$ cat src/rtl/pulse_stretcher.sv
// pulse_stretcher: turns single-cycle ticks into fixed-width level pulses.
// Each accepted tick opens a HIGH window of HIGH_LEN cycles, then a forced-low
// GAP of GAP_LEN cycles. A tick that arrives while the window is busy either
// reloads the window (RETRIGGER=1, HIGH only) or is dropped and counted.
//
// Ports:
//   clock      - rising-edge clock
//   reset      - synchronous, active-high reset
//   tick       - request pulse, sampled every rising edge
//   level      - stretched pulse, decoded from state (HIGH)
//   busy       - high whenever state is not IDLE
//   overrun    - 1-cycle pulse, the cycle after a tick is dropped
//   drop_count - saturating count of dropped ticks, cleared only by reset
module pulse_stretcher #(
  parameter int unsigned HIGH_LEN  = 4,
  parameter int unsigned GAP_LEN   = 2,
  parameter bit          RETRIGGER = 1'b0,
  parameter int unsigned CNT_W     = 8
) (
  input  logic       clock,
  input  logic       reset,
  input  logic       tick,
  output logic       level,
  output logic       busy,
  output logic       overrun,
  output logic [7:0] drop_count
);

  typedef enum logic [1:0] {
    StIdle = 2'b00,
    StHigh = 2'b01,
    StGap  = 2'b10
  } state_e;

  // Reload values are the length minus one, truncated to the counter width.
  localparam logic [CNT_W-1:0] HighReload = CNT_W'(HIGH_LEN - 1);
  localparam logic [CNT_W-1:0] GapReload  = CNT_W'(GAP_LEN - 1);
  localparam logic [CNT_W-1:0] CntOne     = CNT_W'(1);

  state_e           state_q, state_d;
  logic [CNT_W-1:0] cnt_q, cnt_d;
  logic             drop;
  logic             overrun_q;
  logic [7:0]       drop_count_q;

  always_comb begin
    state_d = state_q;
    cnt_d   = cnt_q;
    drop    = 1'b0;
    case (state_q)
      StIdle: begin
        if (tick) begin
          state_d = StHigh;
          cnt_d   = HighReload;
        end
      end
      StHigh: begin
        if (tick && RETRIGGER) begin
          // Retrigger wins over expiry, even on the last high cycle.
          cnt_d = HighReload;
        end else begin
          drop = tick;
          if (cnt_q == '0) begin
            if (GAP_LEN > 0) begin
              state_d = StGap;
              cnt_d   = GapReload;
            end else begin
              state_d = StIdle;
              cnt_d   = '0;
            end
          end else begin
            cnt_d = cnt_q - CntOne;
          end
        end
      end
      StGap: begin
        drop = tick;
        if (cnt_q == '0) begin
          state_d = StIdle;
          cnt_d   = '0;
        end else begin
          cnt_d = cnt_q - CntOne;
        end
      end
      default: begin
        // Illegal code 2'b11 falls back to IDLE; any tick here is ignored.
        state_d = StIdle;
        cnt_d   = '0;
      end
    endcase
  end

  always_ff @(posedge clock) begin
    if (reset) begin
      state_q      <= StIdle;
      cnt_q        <= '0;
      overrun_q    <= 1'b0;
      drop_count_q <= 8'd0;
    end else begin
      state_q   <= state_d;
      cnt_q     <= cnt_d;
      overrun_q <= drop;
      if (drop && (drop_count_q != 8'hFF)) begin
        drop_count_q <= drop_count_q + 8'd1;
      end
    end
  end

  assign level      = (state_q == StHigh);
  assign busy       = (state_q != StIdle);
  assign overrun    = overrun_q;
  assign drop_count = drop_count_q;

endmodule

$ cat config.mk
export PLATFORM = sky130hd
export DESIGN_NAME = pulse_stretcher
export DESIGN_NICKNAME = d
export VERILOG_FILES = /design/src/rtl/pulse_stretcher.sv
export SDC_FILE = /design/constraint.sdc
export NUM_CORES = 1
export LEC_CHECK = 0
export BUFFER_PORTS_ARGS = -buffer_cell sky130_fd_sc_hd__buf_2
export CAP_MARGIN = 40
export CORE_MARGIN = 4
export CORE_UTILIZATION = 50
export CTS_CLUSTER_DIAMETER = 40
export CTS_CLUSTER_SIZE = 8
export DETAILED_ROUTE_END_ITERATION = 6
export PLACE_DENSITY = 0.76
export SKIP_CTS_REPAIR_TIMING = 1
export SYNTH_ARGS = -nofsm -noshare
export SYNTH_HDL_FRONTEND = slang
export SYNTH_SLANG_ARGS = --single-unit
$ cat constraint.sdc
create_clock -name clock -period 2.36 [get_ports clock]
set_clock_uncertainty 0.15 [all_clocks]
set_input_delay 0.236 -clock clock [delete_from_list [all_inputs] [get_ports clock]]
set_output_delay 0.236 -clock clock [all_outputs]
set_load 0.01 [all_outputs]
==> flow_summary.ini, run 1 <==
[status]
status = finished, final reports clean

[sta]
finalHoldViolations = 0
tns_ps = 0
rsz0062_at_grt = false
fin_hold_ws_ps = 146.2
fmax_ghz = 0.4762
drv_slew = 0
setup_viol = 0
final.period_utilization_pct = 88.99
slew_headroom_pct = 53.55
worst_pin_slew_ps = 688.0
min_period_ps = 2100

[clock_tree]
cts.sinks = 19
htreeDepth = 1
clk_latency_ps = 290
cts_tree = built
cts_made_buffers = 3
clockBufferDepth = 2
clock-root-buffer = clkbuf_4
cts.reportedPaths.clkPinSlew_ps = 110

[synthesis]
ys_seq_elements = 19
synth_xor_area_share_pct = 5.983
synth_fa_ha_area_share_pct = 9.768
synth_seq_area_share_pct = 37.12
synth_top_family_by_area = simple AND/OR/NAND/NOR gates
synthArstFlopShare_pct = 0
synth_warnings = 0
synthSimpleGateAreaFrac_pct = 29.43
synth_nets = 127
synth-compound-area-share_pct = 11.72
synth_edf_count = 0
synth_area_leaders = dfxtp_1, ha_1, nor2_1
netlist_instances = 116
synth.area.mux_share_pct = 3.053
syn_area_per_cell_sq_um = 8.834
ys.flop_type = dfxtp_1
syn_area_sq_um = 1025
synth_top_area_cell = dfxtp_1
netlist.area_leader.share_pct = 37.12
yosysUniqueCellTypes = 36

[die]
die_w_microns = 53.27
start_util_pct = 52.23
die_height_microns = 53.27
io_pins = 14
die_area_sq_um = 2838
fp-row-count = 16
coreArea_sq_um = 1962

[place]
gp_congestion = 0.7501
port_buffers = 13
dpl.hpwl_mm = 1.568

[drt]
via_per_inst = 5.572
ant_nets = 0
vias = 886
dr.pass1.iters = 4
initialDrtViolationCount = 17
wire_per_inst_microns = 12.68
drc = 0
wl_mm = 2.016

[min_path]
min_path_type = in2reg
hold_depth = 2

[critical_path]
r2r_cells = 6
endpoint_kind = flop
critPathLaunchType = flop
critPathMaxFanout = 5
timing_worst_setup_path_type = reg2reg
arrival_ps = 2140
worstPathRequired_ps = 2400

[cells_and_area]
seq_area_sq_um = 380.4
n_antenna_cell = 0
multiInputGateArea_sq_um = 614.3
drive_gt1_share_pct = 15.15
filler_cell_count = 192
synthToLayoutAreaGrowth_pct = 11.97
nets = 144

[global_route]
grt_pass1_vias = 800
grt_first_pass_wirelength_mm = 3.277
grt.overflow.total = 0
antenna_found_initial = 0
grt.total_usage_pct = 15.41
grt_start_max_net_pins = 17

[power]
peakVddDrop_mv = 0.7067
power.total_uw = 1397
p_leak_uw = 0.0004923
powerDensity_nw_per_um2 = 1217

[job]
cap_viol_max_count = 0
-- critical path: stages (launching register included) --
cell	delay, ps
dfxtp_1	430
inv_1	110
ha_1	330
nand2_1	100
or2_1	300
nor4_1	220
mux2_2	370
-- path summary, 6_finish.rpt --
path                                               from                    endpoint  slack (ps)
worst max-delay path            state_q[1]$_SDFFE_PP0P_  drop_count[7]$_SDFFE_PP0P_         260
worst min register to register    cnt_q[7]$_SDFFE_PP0P_       cnt_q[7]$_SDFFE_PP0P_         390
worst min-delay path                              reset  drop_count[0]$_SDFFE_PP0P_         150
worst max register to register  state_q[1]$_SDFFE_PP0P_  drop_count[7]$_SDFFE_PP0P_         260
-- power breakdown --
group | total [uW] | switching [uW] | internal (uW) | leakage (uW)
Sequential | 518 | 105 | 413 | 0.000155
Clock | 164 | 101 | 62.9 | 0.0000177
Combinational | 714 | 401 | 313 | 0.000320
-- metal layers --
layer	part of all wire [%]	up-vias	global-route usage (%)	routed length (microns)
li1	-	451	-	-
met1	46	421	18.97	918
met2	51	14	26.73	1032
met3	3.2	0	2.535	65
met4	0	0	5.106	0
met5	0	-	0	0
-- cell type report --
type                            instances  area share (%)
Inverter                                7           2.290
Tap cell                               27           2.944
Clock inverter                          1          0.4362
Clock buffer                            3           1.963
Sequential cell                        19           33.15
Timing Repair Buffer                   13           5.671
Multi-Input combinational cell         89           53.54
-- cell usage after synthesis, types with 2 or more instances --
library cell,count
nand3_1,5
o211ai_1,2
dfxtp_1,19
nand4b_1,2
mux2i_1,2
a21oi_1,5
and3_1,2
nor2b_1,3
nor2_1,16
xor2_1,6
inv_1,7
nand2_1,8
nor4_1,3
nor3_1,7
ha_1,8
-- sequential cells by signal (all words and copies together) (netlist names) --
signal	count
drop_count	8
overrun	1
cnt_q	8
state_q	2
-- placed cells by master (no fill, tap or decap) --
cell,netlist,routed
a311oi_1,1,1
nor2b_1,3,3
nor4_4,1,1
or2_1,1,1
nand2b_1,1,1
o31ai_1,1,1
nor2_1,16,16
nand3_1,5,5
nand4b_1,2,2
dfxtp_1,19,19
and4_1,1,1
or4b_1,1,1
nor3_1,7,7
o311ai_0,1,1
a31oi_1,1,1
a22oi_1,1,1
o211ai_1,2,2
nand3_4,1,1
ha_1,8,8
a211oi_1,1,1
nor4_1,3,3
buf_2,0,13
xor2_1,6,6
clkbuf_4,0,3
a2111o_1,1,1
inv_1,7,7
clkinv_2,0,1
nand2_1,8,8
mux2i_1,2,2
o2111ai_1,1,1
or4_1,1,1
a32oi_1,1,1
mux2_2,1,1
o21ai_1,1,1
xnor2_1,1,1
a21oi_1,5,5
nand4_1,1,1
and3_1,2,2
-- through the flow --
stage	util (%)	area, sq um	setup slack [ps]	std cells
2_1_floorplan	-	1025	462.6	116
3_3_place_gp	57.08	1120	380.3	155
3_5_place_dp	57.08	1120	281.3	155
4_1_cts	58.48	1147	271.6	159
5_1_grt	58.48	1147	145.9	159
6_report	58.48	1147	259.9	159
-- cell families after synthesis --
logic type / count (synthesis)
xor+xnor: 7
buf+inv: 8
compound gates: 17
flops: 19
mux: 3
simple gates: 54
fa+ha+maj: 8
Power figures use the tool's default switching activity.
==> run 2, diff against run 1 <==
--- a/config.mk
+++ b/config.mk
@@ -9,6 +9,7 @@
 export CAP_MARGIN = 40
 export CORE_MARGIN = 4
 export CORE_UTILIZATION = 50
+export CTS_BUF_LIST = sky130_fd_sc_hd__clkbuf_8
 export CTS_CLUSTER_DIAMETER = 40
 export CTS_CLUSTER_SIZE = 8
 export DETAILED_ROUTE_END_ITERATION = 6
==> run 2 against run 1 <==
  * Combinational power about the same
  * Final area is 1.6% higher
  * Final cell count is the same
  * Highest routed layer is now met4
==> flow_summary.ini, run 2 (same netlist as run 1, synthesis figures left out) <==
[sta]
finalHoldViolations = 0
min_period_ps = 2092
rsz0062_at_grt = false
tns_ps = 0
worst_pin_slew_ps = 690.2
final.period_utilization_pct = 88.67
drv_slew = 0
setup_viol = 0
fmax_ghz = 0.4779
slew_headroom_pct = 53.40

[global_route]
grt_pass1_vias = 816
grt_start_max_net_pins = 17
grt.total_usage_pct = 15.64
grt_first_pass_wirelength_mm = 3.291
antenna_found_initial = 0
grt.overflow.total = 0

[critical_path]
r2r_cells = 6
r2r_slack_ps = 270
arrival_ps = 2090
r2r_start = state_q[1]$_SDFFE_PP0P_
critPathMaxFanout = 5
timing_worst_setup_path_type = reg2reg
timing.rr.end = drop_count[7]$_SDFFE_PP0P_
critPathLaunchType = flop
endpoint_kind = flop
worstPathRequired_ps = 2360

[place]
gp_congestion = 0.7501
placement.cell_area_sq_um = 1120
dpl.hpwl_mm = 1.568
port_buffers = 13
placed_cells = 155

[die]
die_area_sq_um = 2838
start_util_pct = 52.23
fp-row-count = 16
die_height_microns = 53.27
io_pins = 14
coreArea_sq_um = 1962
die_w_microns = 53.27

[cells_and_area]
drive_gt1_share_pct = 15.15
layoutNonFillerInstCount = 159
filler_cell_count = 191
finish.utilization_pct = 59.44
nets = 144
synthToLayoutAreaGrowth_pct = 13.80
n_antenna_cell = 0
final_area_sq_um = 1166
final_cell_mix = dfxtp_1, nor2_1, buf_2, nand2_1, ha_1
final_common_cell = dfxtp_1

[drt]
initialDrtViolationCount = 11
vias = 882
drc = 0
wl_met2_mm = 1.034
via_per_inst = 5.547
route.met3.wl_microns = 47
ant_nets = 0
top_layer = met4
wire_per_inst_microns = 12.74
dr.pass1.iters = 4
met1_length_microns = 920
wl_mm = 2.025

[power]
peakVddDrop_mv = 0.5958
powerDensity_nw_per_um2 = 1249
p_leak_uw = 0.0005000

[min_path]
min_path_type = in2reg
min_to = drop_count[0]$_SDFFE_PP0P_
hold_depth = 2
hp-start = reset

[clock_tree]
cts.sinks = 19
cts_made_buffers = 3
clock-root-buffer = clkbuf_8
clk_latency_ps = 250
cts_tree = built
htreeDepth = 1
cts.reportedPaths.clkPinSlew_ps = 70
clockBufferDepth = 2

[job]
cap_viol_max_count = 0

[status]
status = finished, final reports clean
[run 2: how the worst max path moves through the flow]
stage | from | end | slack, ps | cells after the start
global route | state_q[1]$_SDFFE_PP0P_ | drop_count[7]$_SDFFE_PP0P_ | 150 | 6
detailed placement | state_q[1]$_SDFFE_PP0P_ | drop_count[7]$_SDFFE_PP0P_ | 280 | 6
finish | state_q[1]$_SDFFE_PP0P_ | drop_count[7]$_SDFFE_PP0P_ | 270 | 6
global placement | state_q[1]$_SDFFE_PP0P_ | drop_count[7]$_SDFFE_PP0P_ | 380 | 6
CTS | state_q[1]$_SDFFE_PP0P_ | drop_count[7]$_SDFFE_PP0P_ | 280 | 6
floorplan | state_q[0]$_SDFFE_PP0P_ | drop_count[7]$_SDFFE_PP0P_ | 460 | 6
[run 2: area by class of cell]
| cell class | instances | area, sq um | area share (%) |
|---|---|---|---|
| sequential | 19 | 380.4 | 32.62 |
| timing repair buffer | 13 | 65.06 | 5.579 |
| inverter | 7 | 26.28 | 2.253 |
| clock buffer | 3 | 41.29 | 3.541 |
| clock inverter | 1 | 5.005 | 0.4292 |
| tap | 27 | 33.78 | 2.897 |
| multi-input combinational | 89 | 614.3 | 52.68 |
[run 2: through the flow]
| stage | hold WS, ps | power, uW | setup WS [ps] |
|---|---|---|---|
| 2_1_floorplan | 255.7 | 1086 | 462.6 |
| 3_3_place_gp | 347.1 | 1208 | 380.3 |
| 3_5_place_dp | 363.1 | 1241 | 281.3 |
| 4_1_cts | 183.8 | 1468 | 277.2 |
| 5_1_grt | 225.2 | 1575 | 153.4 |
| 6_report | 184.5 | 1456 | 267.5 |
[run 2: critical path: stages, from the launching register on]
cell,delay [ps]
dfxtp_1,410
inv_1,110
ha_1,320
nand2_1,100
or2_1,300
nor4_1,220
mux2_2,370
[run 2: routing by layer]
metal | vias up | track usage (%)
met5 | - | 0
met4 | 0 | 6.383
met3 | 4 | 2.535
met2 | 11 | 27.55
met1 | 413 | 18.46
li1 | 454 | -
[run 2: report_power, final]
group | internal (uW) | switching (uW) | leakage (uW) | total (uW)
Clock | 117 | 105 | 0.0000255 | 222
Combinational | 313 | 402 | 0.000320 | 715
Sequential | 414 | 106 | 0.000155 | 519
